File: src/rtl/div_serial_if.sv
`default_nettype none
// ============================================================================
//  Module      : div_serial_if
//  Description : Request/response bundle for the serial divider.
//                master : drives start/sign/a/b, observes busy/done/results
//                slave  : the divider itself
//  Ports       : start, sign, a, b            (master -> slave)
//                busy, done, q, r,
//                div_by_zero, overflow        (slave -> master)
//  Revision    : 1.0  initial release
// ============================================================================
interface div_serial_if #(
  parameter int WIDTH = 8
);
  logic             start;
  logic             sign;
  logic [WIDTH-1:0] a;
  logic [WIDTH-1:0] b;
  logic             busy;
  logic             done;
  logic [WIDTH-1:0] q;
  logic [WIDTH-1:0] r;
  logic             div_by_zero;
  logic             overflow;

  modport master (
    output start, sign, a, b,
    input  busy, done, q, r, div_by_zero, overflow
  );

  modport slave (
    input  start, sign, a, b,
    output busy, done, q, r, div_by_zero, overflow
  );
endinterface
`default_nettype wire

File: src/rtl/div_serial.sv
`default_nettype none
// ============================================================================
//  Module      : div_serial
//  Description : Multi-cycle non-restoring radix-2 divider, a = b*q + r,
//                signed or unsigned per operation. One quotient bit per
//                clock followed by one restore/sign-fix cycle.
//  Ports       : clk  - clock, rising edge
//                rst  - synchronous active-high reset
//                bus  - div_serial_if.slave (start/sign/a/b in,
//                       busy/done/q/r/div_by_zero/overflow out)
//  Revision    : 1.0  initial release
// ============================================================================
module div_serial #(
  parameter int WIDTH = 8
) (
  input  logic        clk,
  input  logic        rst,
  div_serial_if.slave bus
);

  localparam int               C_CW  = $clog2(WIDTH + 1);
  localparam logic [WIDTH-1:0] C_MIN = {1'b1, {(WIDTH-1){1'b0}}};

  typedef enum logic [1:0] {
    S_IDLE = 2'd0,
    S_CALC = 2'd1,
    S_FIX  = 2'd2
  } state_t;

  state_t                  state_q, state_d;
  logic [C_CW-1:0]         cnt_q, cnt_d;
  logic signed [WIDTH:0]   p_q, p_d;        // partial remainder
  logic [WIDTH-1:0]        aq_q, aq_d;      // dividend out at MSB, quotient in at LSB
  logic [WIDTH-1:0]        d_q, d_d;        // divisor magnitude
  logic [WIDTH-1:0]        a_raw_q, a_raw_d;
  logic                    neg_quo_q, neg_quo_d;
  logic                    neg_rem_q, neg_rem_d;
  logic                    zero_pend_q, zero_pend_d;
  logic                    ovf_pend_q, ovf_pend_d;
  logic                    busy_q, busy_d;
  logic                    done_q, done_d;
  logic [WIDTH-1:0]        q_q, q_d;
  logic [WIDTH-1:0]        r_q, r_d;
  logic                    dz_q, dz_d;
  logic                    ovf_q, ovf_d;

  // Two extra bits so 2P+bit +/- D never wraps before the result is known
  // to fit back into WIDTH+1 bits.
  logic signed [WIDTH+1:0] p_shift;
  logic signed [WIDTH+1:0] d_ext;
  logic signed [WIDTH+1:0] p_step;
  logic [WIDTH-1:0]        rem_mag;
  logic [WIDTH-1:0]        quo_fix;
  logic [WIDTH-1:0]        rem_fix;

  always_comb begin
    state_d     = state_q;
    cnt_d       = cnt_q;
    p_d         = p_q;
    aq_d        = aq_q;
    d_d         = d_q;
    a_raw_d     = a_raw_q;
    neg_quo_d   = neg_quo_q;
    neg_rem_d   = neg_rem_q;
    zero_pend_d = zero_pend_q;
    ovf_pend_d  = ovf_pend_q;
    busy_d      = busy_q;
    done_d      = 1'b0;
    q_d         = q_q;
    r_d         = r_q;
    dz_d        = dz_q;
    ovf_d       = ovf_q;

    p_shift = {p_q, aq_q[WIDTH-1]};
    d_ext   = {2'b00, d_q};
    p_step  = p_q[WIDTH] ? (p_shift + d_ext) : (p_shift - d_ext);

    // Final remainder lies in [0, D), so WIDTH-bit modular add is exact.
    rem_mag = p_q[WIDTH] ? (p_q[WIDTH-1:0] + d_q) : p_q[WIDTH-1:0];
    quo_fix = neg_quo_q ? -aq_q : aq_q;
    rem_fix = neg_rem_q ? -rem_mag : rem_mag;

    case (state_q)
      S_IDLE: begin
        // The done cycle still belongs to the finishing operation.
        if (bus.start && !done_q) begin
          state_d     = S_CALC;
          busy_d      = 1'b1;
          cnt_d       = C_CW'(WIDTH - 1);
          p_d         = '0;
          aq_d        = (bus.sign && bus.a[WIDTH-1]) ? -bus.a : bus.a;
          d_d         = (bus.sign && bus.b[WIDTH-1]) ? -bus.b : bus.b;
          a_raw_d     = bus.a;
          neg_quo_d   = bus.sign && (bus.a[WIDTH-1] ^ bus.b[WIDTH-1]);
          neg_rem_d   = bus.sign && bus.a[WIDTH-1];
          zero_pend_d = (bus.b == '0);
          ovf_pend_d  = bus.sign && (bus.a == C_MIN) && (bus.b == '1);
          dz_d        = 1'b0;
          ovf_d       = 1'b0;
        end
      end

      S_CALC: begin
        p_d  = p_step[WIDTH:0];
        aq_d = {aq_q[WIDTH-2:0], ~p_step[WIDTH+1]};
        if (cnt_q == '0) begin
          state_d = S_FIX;
        end else begin
          cnt_d = cnt_q - C_CW'(1);
        end
      end

      S_FIX: begin
        state_d = S_IDLE;
        busy_d  = 1'b0;
        done_d  = 1'b1;
        if (zero_pend_q) begin
          q_d   = '1;
          r_d   = a_raw_q;
          dz_d  = 1'b1;
          ovf_d = 1'b0;
        end else if (ovf_pend_q) begin
          q_d   = C_MIN;
          r_d   = '0;
          dz_d  = 1'b0;
          ovf_d = 1'b1;
        end else begin
          q_d   = quo_fix;
          r_d   = rem_fix;
          dz_d  = 1'b0;
          ovf_d = 1'b0;
        end
      end

      default: state_d = S_IDLE;
    endcase
  end

  always_ff @(posedge clk) begin
    if (rst) begin
      state_q     <= S_IDLE;
      cnt_q       <= '0;
      p_q         <= '0;
      aq_q        <= '0;
      d_q         <= '0;
      a_raw_q     <= '0;
      neg_quo_q   <= 1'b0;
      neg_rem_q   <= 1'b0;
      zero_pend_q <= 1'b0;
      ovf_pend_q  <= 1'b0;
      busy_q      <= 1'b0;
      done_q      <= 1'b0;
      q_q         <= '0;
      r_q         <= '0;
      dz_q        <= 1'b0;
      ovf_q       <= 1'b0;
    end else begin
      state_q     <= state_d;
      cnt_q       <= cnt_d;
      p_q         <= p_d;
      aq_q        <= aq_d;
      d_q         <= d_d;
      a_raw_q     <= a_raw_d;
      neg_quo_q   <= neg_quo_d;
      neg_rem_q   <= neg_rem_d;
      zero_pend_q <= zero_pend_d;
      ovf_pend_q  <= ovf_pend_d;
      busy_q      <= busy_d;
      done_q      <= done_d;
      q_q         <= q_d;
      r_q         <= r_d;
      dz_q        <= dz_d;
      ovf_q       <= ovf_d;
    end
  end

  assign bus.busy        = busy_q;
  assign bus.done        = done_q;
  assign bus.q           = q_q;
  assign bus.r           = r_q;
  assign bus.div_by_zero = dz_q;
  assign bus.overflow    = ovf_q;

endmodule
`default_nettype wire

File: src/flat_wrapper.sv
// flat-port wrapper written by rule: the top's interface ports become plain ports
module div_serial_flat 
#(
  parameter int WIDTH = 8
)
  (clk, rst, bus_start, bus_sign, bus_a, bus_b, bus_busy, bus_done, bus_q, bus_r, bus_div_by_zero, bus_overflow);
  div_serial_if #(.WIDTH(WIDTH)) bus_i ();
  input  logic clk;
  input  logic rst;
  input wire logic [$bits(bus_i.start)-1:0] bus_start;
  input wire logic [$bits(bus_i.sign)-1:0] bus_sign;
  input wire logic [$bits(bus_i.a)-1:0] bus_a;
  input wire logic [$bits(bus_i.b)-1:0] bus_b;
  output wire logic [$bits(bus_i.busy)-1:0] bus_busy;
  output wire logic [$bits(bus_i.done)-1:0] bus_done;
  output wire logic [$bits(bus_i.q)-1:0] bus_q;
  output wire logic [$bits(bus_i.r)-1:0] bus_r;
  output wire logic [$bits(bus_i.div_by_zero)-1:0] bus_div_by_zero;
  output wire logic [$bits(bus_i.overflow)-1:0] bus_overflow;
  assign bus_i.start = bus_start;
  assign bus_i.sign = bus_sign;
  assign bus_i.a = bus_a;
  assign bus_i.b = bus_b;
  assign bus_busy = bus_i.busy;
  assign bus_done = bus_i.done;
  assign bus_q = bus_i.q;
  assign bus_r = bus_i.r;
  assign bus_div_by_zero = bus_i.div_by_zero;
  assign bus_overflow = bus_i.overflow;
  div_serial #(.WIDTH(WIDTH)) u_core (.clk(clk), .rst(rst), .bus(bus_i));
endmodule
File: config.mk
export PLATFORM = sky130hd
export DESIGN_NAME = div_serial_flat
export DESIGN_NICKNAME = d
export VERILOG_FILES = /design/src/rtl/div_serial_if.sv /design/src/rtl/div_serial.sv /design/src/flat_wrapper.sv
export SDC_FILE = /design/constraint.sdc
export NUM_CORES = 1
export LEC_CHECK = 0
export ABC_AREA = 1
export BUFFER_PORTS_ARGS = -buffer_cell sky130_fd_sc_hd__buf_4
export CORE_MARGIN = 5
export CORE_UTILIZATION = 60
export CTS_CLUSTER_SIZE = 28
export DETAILED_ROUTE_END_ITERATION = 12
export PLACE_DENSITY = 0.86
export REMOVE_ABC_BUFFERS = 1
export SYNTH_ARGS = -nofsm -noshare
export SYNTH_HDL_FRONTEND = slang
export SYNTH_SLANG_ARGS = --single-unit
File: constraint.sdc
create_clock -name clk -period 2.6 [get_ports clk]
set_input_delay 0.65 -clock clk [delete_from_list [all_inputs] [get_ports clk]]
set_output_delay 0.65 -clock clk [all_outputs]
set_load 0.1 [all_outputs]
# --- Word-level counts from Yosys, hierarchy flattened ---
# Cells that the tools add are included.
classes:
  eq_ne: 7
  n_bitwise: 2
  muxes: 29
  magnitude_cmp: 0
  div: 0
  reduce_logical: 17
  add_sub_neg: 8
  n_shift: 0
  mul: 0
op_table:
  columns: ["operator", "n"]
  rows:
  - ["$mux W8", 10]
  - ["$neg A8 Y8", 4]
  - ["$pmux W9 S2", 1]
  - ["$eq A8 B8 Y1 const B", 2]
  - ["$pmux W8 S2", 1]
  - ["$add A10 B9 Y10", 1]
  - ["$mux W10", 1]
  - ["$sub A10 B9 Y10", 1]
  - ["$mux W9", 1]
  - ["$add A8 B8 Y8", 1]
  - ["$logic_not A8 Y1", 1]
  - ["$mux W4", 2]
  - ["$pmux W4 S2", 1]
  - ["$reduce_and A2 Y1", 4]
  - ["$logic_and A1 B1 Y1", 6]
  - ["$mux W1", 6]
  - ["$pmux W1 S2", 3]
  - ["$logic_not A4 Y1", 1]
  - ["$mux W2", 2]
  - ["$ne A2 B1 Y1 const B", 2]
  - ["$pmux W2 S2", 1]
  - ["$reduce_bool A2 Y1", 2]
  - ["$sub A4 B1 Y4 const B", 1]
  - ["$reduce_and A3 Y1", 1]
  - ["other kinds (7)", 7]
word_totals:
  latchBits: 0
  ram_bits: 0
  mem_bits_ro: 0
  regBits: 63
  memories: 0

# --- Depth between registers and ports, before layout ---
# Gate-level depths: netlist (run 1).
logic_depth:
  word_depth: 6
  depth_mapped: 18

# --- Worst setup path after synthesis (run 1) ---
# No wires, ideal clock.
synth_timing:
  kind: "register to register"
  start: "register u_core.d_q[1]"
  end: "register u_core.aq_q[0]"
  setup_ns: 0.132
  arrival_ns: 2.060
  period_less_slack_ns: 2.193
  path_slack_ns: 0.407
  path_stages_with_launch: 19
  t_required_ns: 2.468
  path_buffers: 0
  path_cell_list: "dfxtp_1 -> inv_1 -> ha_1 -> inv_1 -> nor2_1 -> inv_1 -> nor2_1 -> nand2_1 -> nand2_1 -> xnor2_1 -> ha_1 -> inv_1 -> o21ai_0 -> a31oi_1 -> nand3_1 -> nand2_1 -> nand3_1 -> o21ai_1 -> a21oi_1"
synth_via:
  elab_chain_len: 4
  word_cells_on_any_way: 5
synth_rtl:
  columns: ["item", "line", "rtl"]
  rows:
  - ["start, declared", "div_serial.sv:34", "logic [WIDTH-1:0] d_q, d_d;"]
  - ["start signal, assigned", "div_serial.sv:145", "d_q <= '0;"]
  - ["start signal, assigned", "div_serial.sv:162", "d_q <= d_d;"]
  - ["$sub A10 B9 Y10 / $add A10 B9 Y10 (equally long branches)", "div_serial.sv:76", "p_step = p_q[WIDTH] ? (p_shift + d_ext) : (p_shift - d_ext);"]
  - ["$mux W10 (*)", "div_serial.sv:76", null]
  - ["$not A1 Y1 (*)", "div_serial.sv:105", "aq_d = {aq_q[WIDTH-2:0], ~p_step[WIDTH+1]};"]
  - ["$pmux W8 S2 (*)", "div_serial.sv:83", "case (state_q)"]
  - ["end signal, assigned", "div_serial.sv:161", "aq_q <= aq_d;"]
  - ["end, declared", "div_serial.sv:33", "logic [WIDTH-1:0] aq_q, aq_d;"]
# Mark *: on every way between the ends. The rest lies on a longest branch, timed or not.
# A chain may end at the register's enable or synchronous reset.

# --- Worst setup path in the final report (run 1) ---
# Same ends and word-level chain as after synthesis.

==> flow_metrics.tcl, run 1 <==
set metrics [dict create \
    use_met3_pct 5.66 \
    wirelength_um 11000 \
    clock-sinks 63 \
    synth_top_cell_by_area "dfxtp_1" \
    dr_total_vias 4177 \
    ys.flop_type "dfxtp_1" \
    dr.pass1.iters 6 \
    fin_tns_setup_ps 0 \
    p_per_area_nw_per_um2 703 \
    power_switching_mw 1.27 \
    clock-skew-final_ps 13.1 \
    worst-path-max-fanout 4 \
    dr.first_iter.drc_count 368 \
    die_height_um 92.1 \
    mostFrequentLayoutCells "nand2_1, inv_1, dfxtp_1, buf_4, nor2_1" \
    p_seq_share_pct 34.8 \
    drive_above_1_share_pct 16.0 \
    clk_pin_slew_ps 80 \
    fmaxAchievable_mhz 398 \
    die_area_um2 8480 \
    diodes 0 \
    period_needed_ps 2510 \
    ant_nets 0 \
    cts_tree "yes" \
    power_frac_comb_pct 34.8 \
    start_util_pct 60.5 \
    use_met2_pct 43.1 \
    htreeDepth 3 \
    grt_use_met1_pct 35.8 \
    die_w_um 92.1 \
    arrival_ps 2720 \
    tightest_slew_ps 430 \
    cp-end-kind "flop" \
    ioPinCount 40 \
    final_common_cell "nand2_1" \
    yosys_warnings 0 \
    internal_power_mw 1.99 \
    grt-ovfl-total 0 \
    yosysSeqAreaShare_pct 31.2 \
    slew_violations 0 \
    area.growth.synth_to_final_pct 14.9 \
    ys_ff_latch 63 \
    rsz0062_at_grt "true" \
    final_cells 719 \
    peakVddDrop_v 0.000364 \
    grt_usage_pct 26.8 \
    finalSetupViolations 0 \
    maxCapViolations 0 \
    yosysUniqueCellTypes 45 \
    synthArstFlopShare_pct 0 \
    dpl_cell_area_um2 4410 \
    clock_path_buffers 2 \
    antenna_found_initial 0 \
    grt_pass1_wl_um 18500 \
    status "finished, final reports clean" \
    busiest_layer "met2" \
    drc 0 \
    wl_per_cell_um 15.4 \
    syn_area_um2 4040 \
    power.leakage_nw 2.20 \
    gp_congestion 0.955 \
    avgSynthCellArea_um2 6.82 \
    clk_latency_ps 350 \
    swShare_pct 39.0 \
    netlist_top_cells_area "dfxtp_1, nand2_1, inv_1, ha_1, nand3_1" \
    cp.required_ps 2810 \
    first_global_vias 3940 \
    row_count 30 \
    synth_edf_count 0 \
    maxSlewHeadroom_pct 71.3 \
    core_um2 6680 \
    fin_crit_sh_pct 96.7 \
    viasPerCell 5.81 \
    dp.cells 703 \
    crit_path_start_kind "flop" \
    yosysTopAreaCellShare_pct 31.2 \
    grt_start_max_net_pins 34 \
    postLayoutCellArea_um2 4650 \
    finalHoldViolations 0 \
    crit_type "flop to flop" \
    dpl.hpwl_um 8280 \
    hold_path.class "flop to flop" \
    clockPowerShare_pct 30.3 \
    cts-buffers-inserted 9 \
    final_nets 679 \
    root_buffer "clkbuf_8" \
    io_buffers 39 \
    synth_cells 593 \
]
-- cell usage after synthesis, types with 2 or more instances --
cell      instances
o21ai_0          40
xnor2_1           2
a31oi_1          12
o21ai_1           7
a32o_1            2
nand2_2           4
o21ai_2           2
nand4_1           5
xor2_1           13
nor2_1           44
or2_2             4
ha_1             23
inv_2             6
dfxtp_1          63
o221ai_1          5
clkbuf_1          4
o211ai_1          2
buf_1             2
nor3_1           14
nor2_2            4
a21o_1            2
nand2_1         127
fa_1              2
nand3_1          40
a21oi_1          34
nand3_2           5
buf_4             2
a32oi_1           2
nor2_4            4
o22ai_1          11
buf_2             8
inv_1            84
nor4_1            2
-- power by group through the flow --
stage / sequential [mW] / combinational, mW / clock (mW)
after floorplan: 1.19 / 0.768 / 0
after global placement: 1.15 / 1.06 / 0
after detailed placement: 1.15 / 1.10 / 0
after CTS: 1.13 / 1.11 / 0.992
after global routing: 1.15 / 1.26 / 1.04
final: 1.14 / 1.14 / 0.990
-- logic make-up after synthesis --
family,Yosys count,share of synthesized area (%)
buffers and inverters,107,10.6
AND/OR/NAND/NOR,254,28.0
AO/OA/AOI/OAI,129,18.9
XOR/XNOR,15,3.25
adder cells (fa/ha/maj),25,8.11
flip-flops,63,31.2
-- worst max-delay path: stages (launching register included) --
cell     delay, ps
dfxtp_1        360
inv_2          100
ha_1           160
inv_1           60
nor2_2         120
inv_1           50
nor2_1         110
nand2_1         60
nand2_1         70
xnor2_1        110
ha_1           280
inv_2           90
o21ai_0        110
a31oi_1        250
nand3_1        120
nand2_1         80
nand3_1         70
o21ai_1         90
a21oi_1         80
-- path summary, 6_finish.rpt --
check	startpoint	endpoint	slack, ps	cells after the start
max	u_core.d_q[1]$_SDFFE_PP0P_	u_core.aq_q[0]$_SDFFE_PP0P_	90	18
min	u_core.a_raw_q[5]$_SDFFE_PP0P_	u_core.a_raw_q[5]$_SDFFE_PP0P_	450	2
max reg2reg	u_core.d_q[1]$_SDFFE_PP0P_	u_core.aq_q[0]$_SDFFE_PP0P_	90	18
min reg2reg	u_core.a_raw_q[5]$_SDFFE_PP0P_	u_core.a_raw_q[5]$_SDFFE_PP0P_	450	2
-- metrics by stage --
step	worst slack, ps	util (%)	total power [mW]	hold slack [ps]
2_1_floorplan	20.6	-	1.96	425
3_3_place_gp	238	66.0	2.21	438
3_5_place_dp	143	66.0	2.25	442
4_1_cts	121	69.4	3.23	453
5_1_grt	-35.3	69.5	3.45	486
6_report	86.6	69.5	3.27	453
-- per-layer routing --
layer / vias to the layer above / routed length (um)
met4: 0 / 179
met2: 188 / 5130
met5: - / 0
li1: 2055 / -
met3: 28 / 887
met1: 1906 / 4850
-- final cells by class --
| class | instances | area (um2) |
|---|---|---|
| Tap cell | 80 | 100 |
| Clock buffer | 9 | 124 |
| Clock inverter | 7 | 103 |
| Multi-Input combinational cell | 423 | 2370 |
| Timing Repair Buffer | 47 | 353 |
| Fill cell | 548 | 2040 |
| Sequential cell | 63 | 1260 |
| Inverter | 90 | 338 |
-- what timing repair did --
item | 4_1_cts | 5_1_grt
setup buffers | 0 | 0
gates resized for setup | 0 | 7
hold buffers | 0 | 0
setup endpoints to repair | 0 | 3
-- flip-flops by register name, indices dropped and copies added, names as in the netlist --
| register | flops |
|---|---|
| u_core.a_raw_q | 8 |
| u_core.aq_q | 8 |
| u_core.bus.busy | 1 |
| u_core.bus.div_by_zero | 1 |
| u_core.bus.done | 1 |
| u_core.bus.overflow | 1 |
| u_core.bus.q | 8 |
| u_core.bus.r | 8 |
| u_core.cnt_q | 4 |
| u_core.d_q | 8 |
| u_core.neg_quo_q | 1 |
| u_core.neg_rem_q | 1 |
| u_core.ovf_pend_q | 1 |
| u_core.p_q | 9 |
| u_core.state_q | 2 |
| u_core.zero_pend_q | 1 |
Power figures use the tool's default switching activity.
==> run 2: changes to the inputs <==
- MAX_ROUTING_LAYER: unset -> met4
==> run 2 against run 1 <==
Compared with the run above: highest routed layer unchanged; combinational power about the same; setup slack better by 42 ps; non-clock buffer count unchanged.
==> flow_metrics.tcl, run 2 (same netlist as run 1, synthesis figures left out) <==
set metrics [dict create \
    routedLengthMet1_um 4920 \
    start_util_pct 60.5 \
    crit_path_frequent_cell "nand2_1" \
    dr_total_vias 4265 \
    viasPerCell 5.93 \
    power_frac_comb_pct 34.1 \
    maxSlewHeadroom_pct 67.4 \
    wl_per_cell_um 16.0 \
    crit_path_start_kind "flop" \
    cp-end-kind "flop" \
    core_um2 6680 \
    crit_type "flop to flop" \
    hold_path.class "flop to flop" \
    clock_path_buffers 2 \
    arrival_ps 2690 \
    largest_reg_flops 9 \
    finalSetupViolations 0 \
    drive_above_1_share_pct 16.1 \
    clk_pin_slew_ps 80 \
    slew_violations 0 \
    worst-path-max-fanout 4 \
    fin_crit_sh_pct 95.0 \
    dr.pass1.iters 5 \
    final_cells 719 \
    clockPowerShare_pct 32.0 \
    cp.required_ps 2820 \
    fin_ws_ps 129 \
    gp_congestion 0.938 \
    ant_nets 0 \
    internal_power_mw 2.09 \
    first_global_vias 3794 \
    mostFrequentLayoutCells "nand2_1, inv_1, dfxtp_1, buf_4, nor2_1" \
    met2RoutedLength_um 5440 \
    dr.first_iter.drc_count 439 \
    dpl.hpwl_um 8650 \
    antenna_found_initial 0 \
    diodes 0 \
    grt_start_max_net_pins 26 \
    period_needed_ps 2470 \
    swShare_pct 37.8 \
    die_area_um2 8480 \
    row_count 30 \
    final_common_cell "nand2_1" \
    clk_latency_ps 350 \
    p_per_area_nw_per_um2 722 \
    place_ws_ps 159 \
    grt_pass1_wl_um 18600 \
    cts-buffers-inserted 9 \
    die_height_um 92.1 \
    power.leakage_nw 2.21 \
    top_register "u_core.p_q" \
    final_nets 679 \
    die_w_um 92.1 \
    dp.cells 703 \
    grt-ovfl-total 0 \
    drc 0 \
    power_switching_mw 1.28 \
    cp_cell_sequence "inv_2 > ha_2 > inv_1 > nor2_2 > inv_1 > nor2_2 > nand2_1 > nand2_1 > xnor2_1 > ha_1 > inv_2 > o21ai_0 > a31oi_1 > nand3_1 > nand2_1 > nand3_1 > o21ai_1 > a21oi_1" \
    wl_met3_um 931 \
    grt_usage_pct 27.9 \
    ioPinCount 40 \
    io_buffers 39 \
    clock-sinks 63 \
    htreeDepth 3 \
    maxCapViolations 0 \
    cts_tree "yes" \
    wirelength_um 11500 \
    tightest_slew_ps 488 \
    peakVddDrop_v 0.000419 \
    cpPeakStageDelay_ps 350 \
    slowest_stage "dfxtp_1" \
    finalHoldViolations 0 \
    fmaxAchievable_mhz 405 \
    clock-skew-final_ps 10.0 \
    root_buffer "clkbuf_8" \
    cts_hold_buffers 0 \
    status "finished, final reports clean" \
    area.growth.synth_to_final_pct 15.5 \
    p_seq_share_pct 33.9 \
    maxUsedRoutingLayer "met4" \
]
==> run 2: cell type report <==
type                    instances  area [um2]
clock inverters                 7         125
multi-input cells             423        2370
inverters                      90         338
fillers                       536        2010
flip-flops and latches         63        1260
well taps                      80         100
repair buffers                 47         353
clock buffers                   9         124
==> run 2: worst paths after layout <==
path	from	to	slack, ps	cells after the start
max	u_core.d_q[0]$_SDFFE_PP0P_	u_core.aq_q[0]$_SDFFE_PP0P_	130	18
min	u_core.a_raw_q[5]$_SDFFE_PP0P_	u_core.a_raw_q[5]$_SDFFE_PP0P_	460	2
max reg2reg	u_core.d_q[0]$_SDFFE_PP0P_	u_core.aq_q[0]$_SDFFE_PP0P_	130	18
min reg2reg	u_core.a_raw_q[5]$_SDFFE_PP0P_	u_core.a_raw_q[5]$_SDFFE_PP0P_	460	2
==> run 2: critical path, delay by kind of cell, from the launching register on <==
| family | cells | cell delay (ps) |
|---|---|---|
| AND/OR/NAND/NOR | 7 | 590 |
| adder cells (fa/ha/maj) | 2 | 540 |
| AO/OA/AOI/OAI | 4 | 490 |
| XOR/XNOR | 1 | 60 |
| flip-flops | 1 | 350 |
| buffers and inverters | 4 | 320 |
==> run 2: power groups by stage <==
stage	clock network (mW)	registers, mW	logic (mW)
after CTS	1.08	1.14	1.12
final	1.08	1.14	1.15
after global placement	0	1.15	1.06
after detailed placement	0	1.16	1.10
after global routing	1.14	1.15	1.26
after floorplan	0	1.19	0.768
==> run 2: repair_timing <==
action / 4_1_cts / 5_1_grt
buffers inserted: 0 / 0
gates resized for setup: 0 / 8
endpoints found under the setup margin: 0 / 4
==> run 2: metrics by stage <==
stage	cell area (um2)	setup TNS, ps	power (mW)	hold WS [ps]	util (%)
global placement	4410	0	2.21	439	66.0
floorplan	3960	0	1.96	425	-
global route	4670	-26.0	3.55	493	69.9
finish	4670	0	3.37	461	69.9
CTS	4660	0	3.33	459	69.7
detailed placement	4410	0	2.25	448	66.0
==> run 2: per-layer routing <==
layer | vias to the layer above | global-route usage (%)
li1 | 2056 | -
met2 | 207 | 45.4
met3 | 23 | 5.25
met5 | - | -
met4 | 0 | 5.94
met1 | 1979 | 36.4
==> run 3: changes to the inputs <==
- BUFFER_PORTS_ARGS: -buffer_cell sky130_fd_sc_hd__buf_4 -> unset
- CELL_PAD_IN_SITES_DETAIL_PLACEMENT: unset -> 1
- CELL_PAD_IN_SITES_GLOBAL_PLACEMENT: unset -> 1
- CORE_UTILIZATION: 60 -> 46
- DONT_BUFFER_PORTS: unset -> 1
- PLACE_DENSITY: 0.86 -> 0.85
==> run 3 against run 2 <==
Compared with the run above: clock skew up 6.3 ps; die area up 27%; combinational power about the same; largest cell class unchanged.
==> flow_metrics.tcl, run 3 (same netlist as run 1, synthesis figures left out) <==
set metrics [dict create \
    crit_path_start_kind "flop" \
    antenna_found_initial 0 \
    diodes 0 \
    drc 0 \
    dr.pass1.iters 4 \
    start_util_pct 46.8 \
    hold_slack_ps 358 \
    grt_usage_pct 25.5 \
    peakVddDrop_v 0.000241 \
    power_mw 3.40 \
    die_height_um 104 \
    cts_hold_buffers 0 \
    p_per_area_nw_per_um2 749 \
    grt_start_max_net_pins 34 \
    clock-skew-final_ps 16.3 \
    place_ws_ps 125 \
    cp-end-kind "flop" \
    status "finished, final reports clean" \
    clk_pin_slew_ps 80 \
    grt-ovfl-total 0 \
    fin_ws_ps 205 \
    top_register "u_core.p_q" \
    power.leakage_nw 2.10 \
    maxCapViolations 0 \
    maxSlewHeadroom_pct 63.5 \
    ant_nets 0 \
    ioPinCount 40 \
    finalHoldViolations 0 \
    worst-path-max-fanout 4 \
    clk_latency_ps 360 \
    slew_violations 0 \
    cts-buffers-inserted 9 \
    clock-sinks 63 \
    cp.required_ps 2850 \
    crit_type "flop to flop" \
    fillers 1139 \
    largest_reg_flops 9 \
    first_global_vias 4363 \
    root_buffer "clkbuf_8" \
    viasPerCell 5.74 \
    dr_total_vias 4156 \
    post-cts-setup-buffers 0 \
    drive_above_1_share_pct 13.8 \
    arrival_ps 2640 \
    grt_pass1_wl_um 22000 \
    area.growth.synth_to_final_pct 12.4 \
    fmaxAchievable_mhz 418 \
    clock_path_buffers 2 \
    die_area_um2 10800 \
    hold_path.class "primary input to flop" \
    final_common_cell "nand2_1" \
    io_buffers 0 \
    wl_per_cell_um 18.5 \
    die_w_um 104 \
    htreeDepth 3 \
    rsz0062_at_grt "true" \
    tightest_slew_ps 546 \
    wirelength_um 13400 \
    dr.first_iter.drc_count 197 \
    fin_crit_sh_pct 92.1 \
    finalSetupViolations 0 \
    final_nets 656 \
    dpl.hpwl_um 9950 \
    row_count 34 \
    mostFrequentLayoutCells "nand2_1, inv_1, dfxtp_1, nor2_1, nand3_1" \
    period_needed_ps 2400 \
    gp_congestion 0.851 \
    cts_tree "yes" \
    core_um2 8640 \
]
[run 3: power breakdown]
group	total, mW	leakage [nW]	internal [mW]	switching, mW
Sequential	1.15	0.516	1.05	0.0952
Combinational	1.14	1.46	0.371	0.770
Clock	1.12	0.125	0.651	0.465
Total	3.40	2.10	2.07	1.33
[run 3: final timing paths]
check / from / to / slack, ps / cells after the start
hold / removal: rst / u_core.aq_q[2]$_SDFFE_PP0P_ / 360 / 1
setup / recovery: u_core.d_q[1]$_SDFFE_PP0P_ / u_core.aq_q[0]$_SDFFE_PP0P_ / 200 / 18
hold reg to reg: u_core.a_raw_q[5]$_SDFFE_PP0P_ / u_core.a_raw_q[5]$_SDFFE_PP0P_ / 470 / 2
setup reg to reg: u_core.d_q[1]$_SDFFE_PP0P_ / u_core.aq_q[0]$_SDFFE_PP0P_ / 200 / 18
[run 3: worst max-delay path: stages (launching register included)]
cell	delay [ps]
dfxtp_2	350
inv_2	90
ha_1	160
inv_1	80
nor2_4	110
inv_1	50
nor2_1	110
nand2_1	60
nand2_1	70
xnor2_1	70
ha_1	340
inv_2	100
o21ai_1	80
a31oi_1	250
nand3_1	100
nand2_1	70
nand3_1	60
o21ai_1	70
a21oi_1	70
[run 3: final cells by class]
cell class                 instances  area (um2)  area share [%]
multi-input combinational        423        2370            52.3
timing repair buffer              24         180            3.96
inverter                          90         338            7.43
tap                              108         135            2.97
sequential                        63        1270            27.9
clock inverter                     7         125            2.75
clock buffer                       9         124            2.73
[run 3: repair_timing]
item                                    CTS  global route
endpoints found under the setup margin    0             5
hold endpoints to repair                  0             0
gates resized for setup                   0            15
[run 3: metal layers]
metal  vias up  global-route usage (%)  wire (um)
li1       1998                       -          -
met1      2002                    31.2       5890
met2       140                    42.1       6430
met3        16                    5.72        894
met4         0                    7.40        208
met5         -                       -          0
[run 3: through the flow]
stage	area [um2]	util [%]	setup TNS, ps	cells
5_1_grt	4540	52.6	-47.2	724
3_5_place_dp	4270	49.4	0	708
2_1_floorplan	3960	-	0	576
4_1_cts	4520	52.3	0	724
3_3_place_gp	4270	49.4	0	708
6_report	4540	52.6	0	724
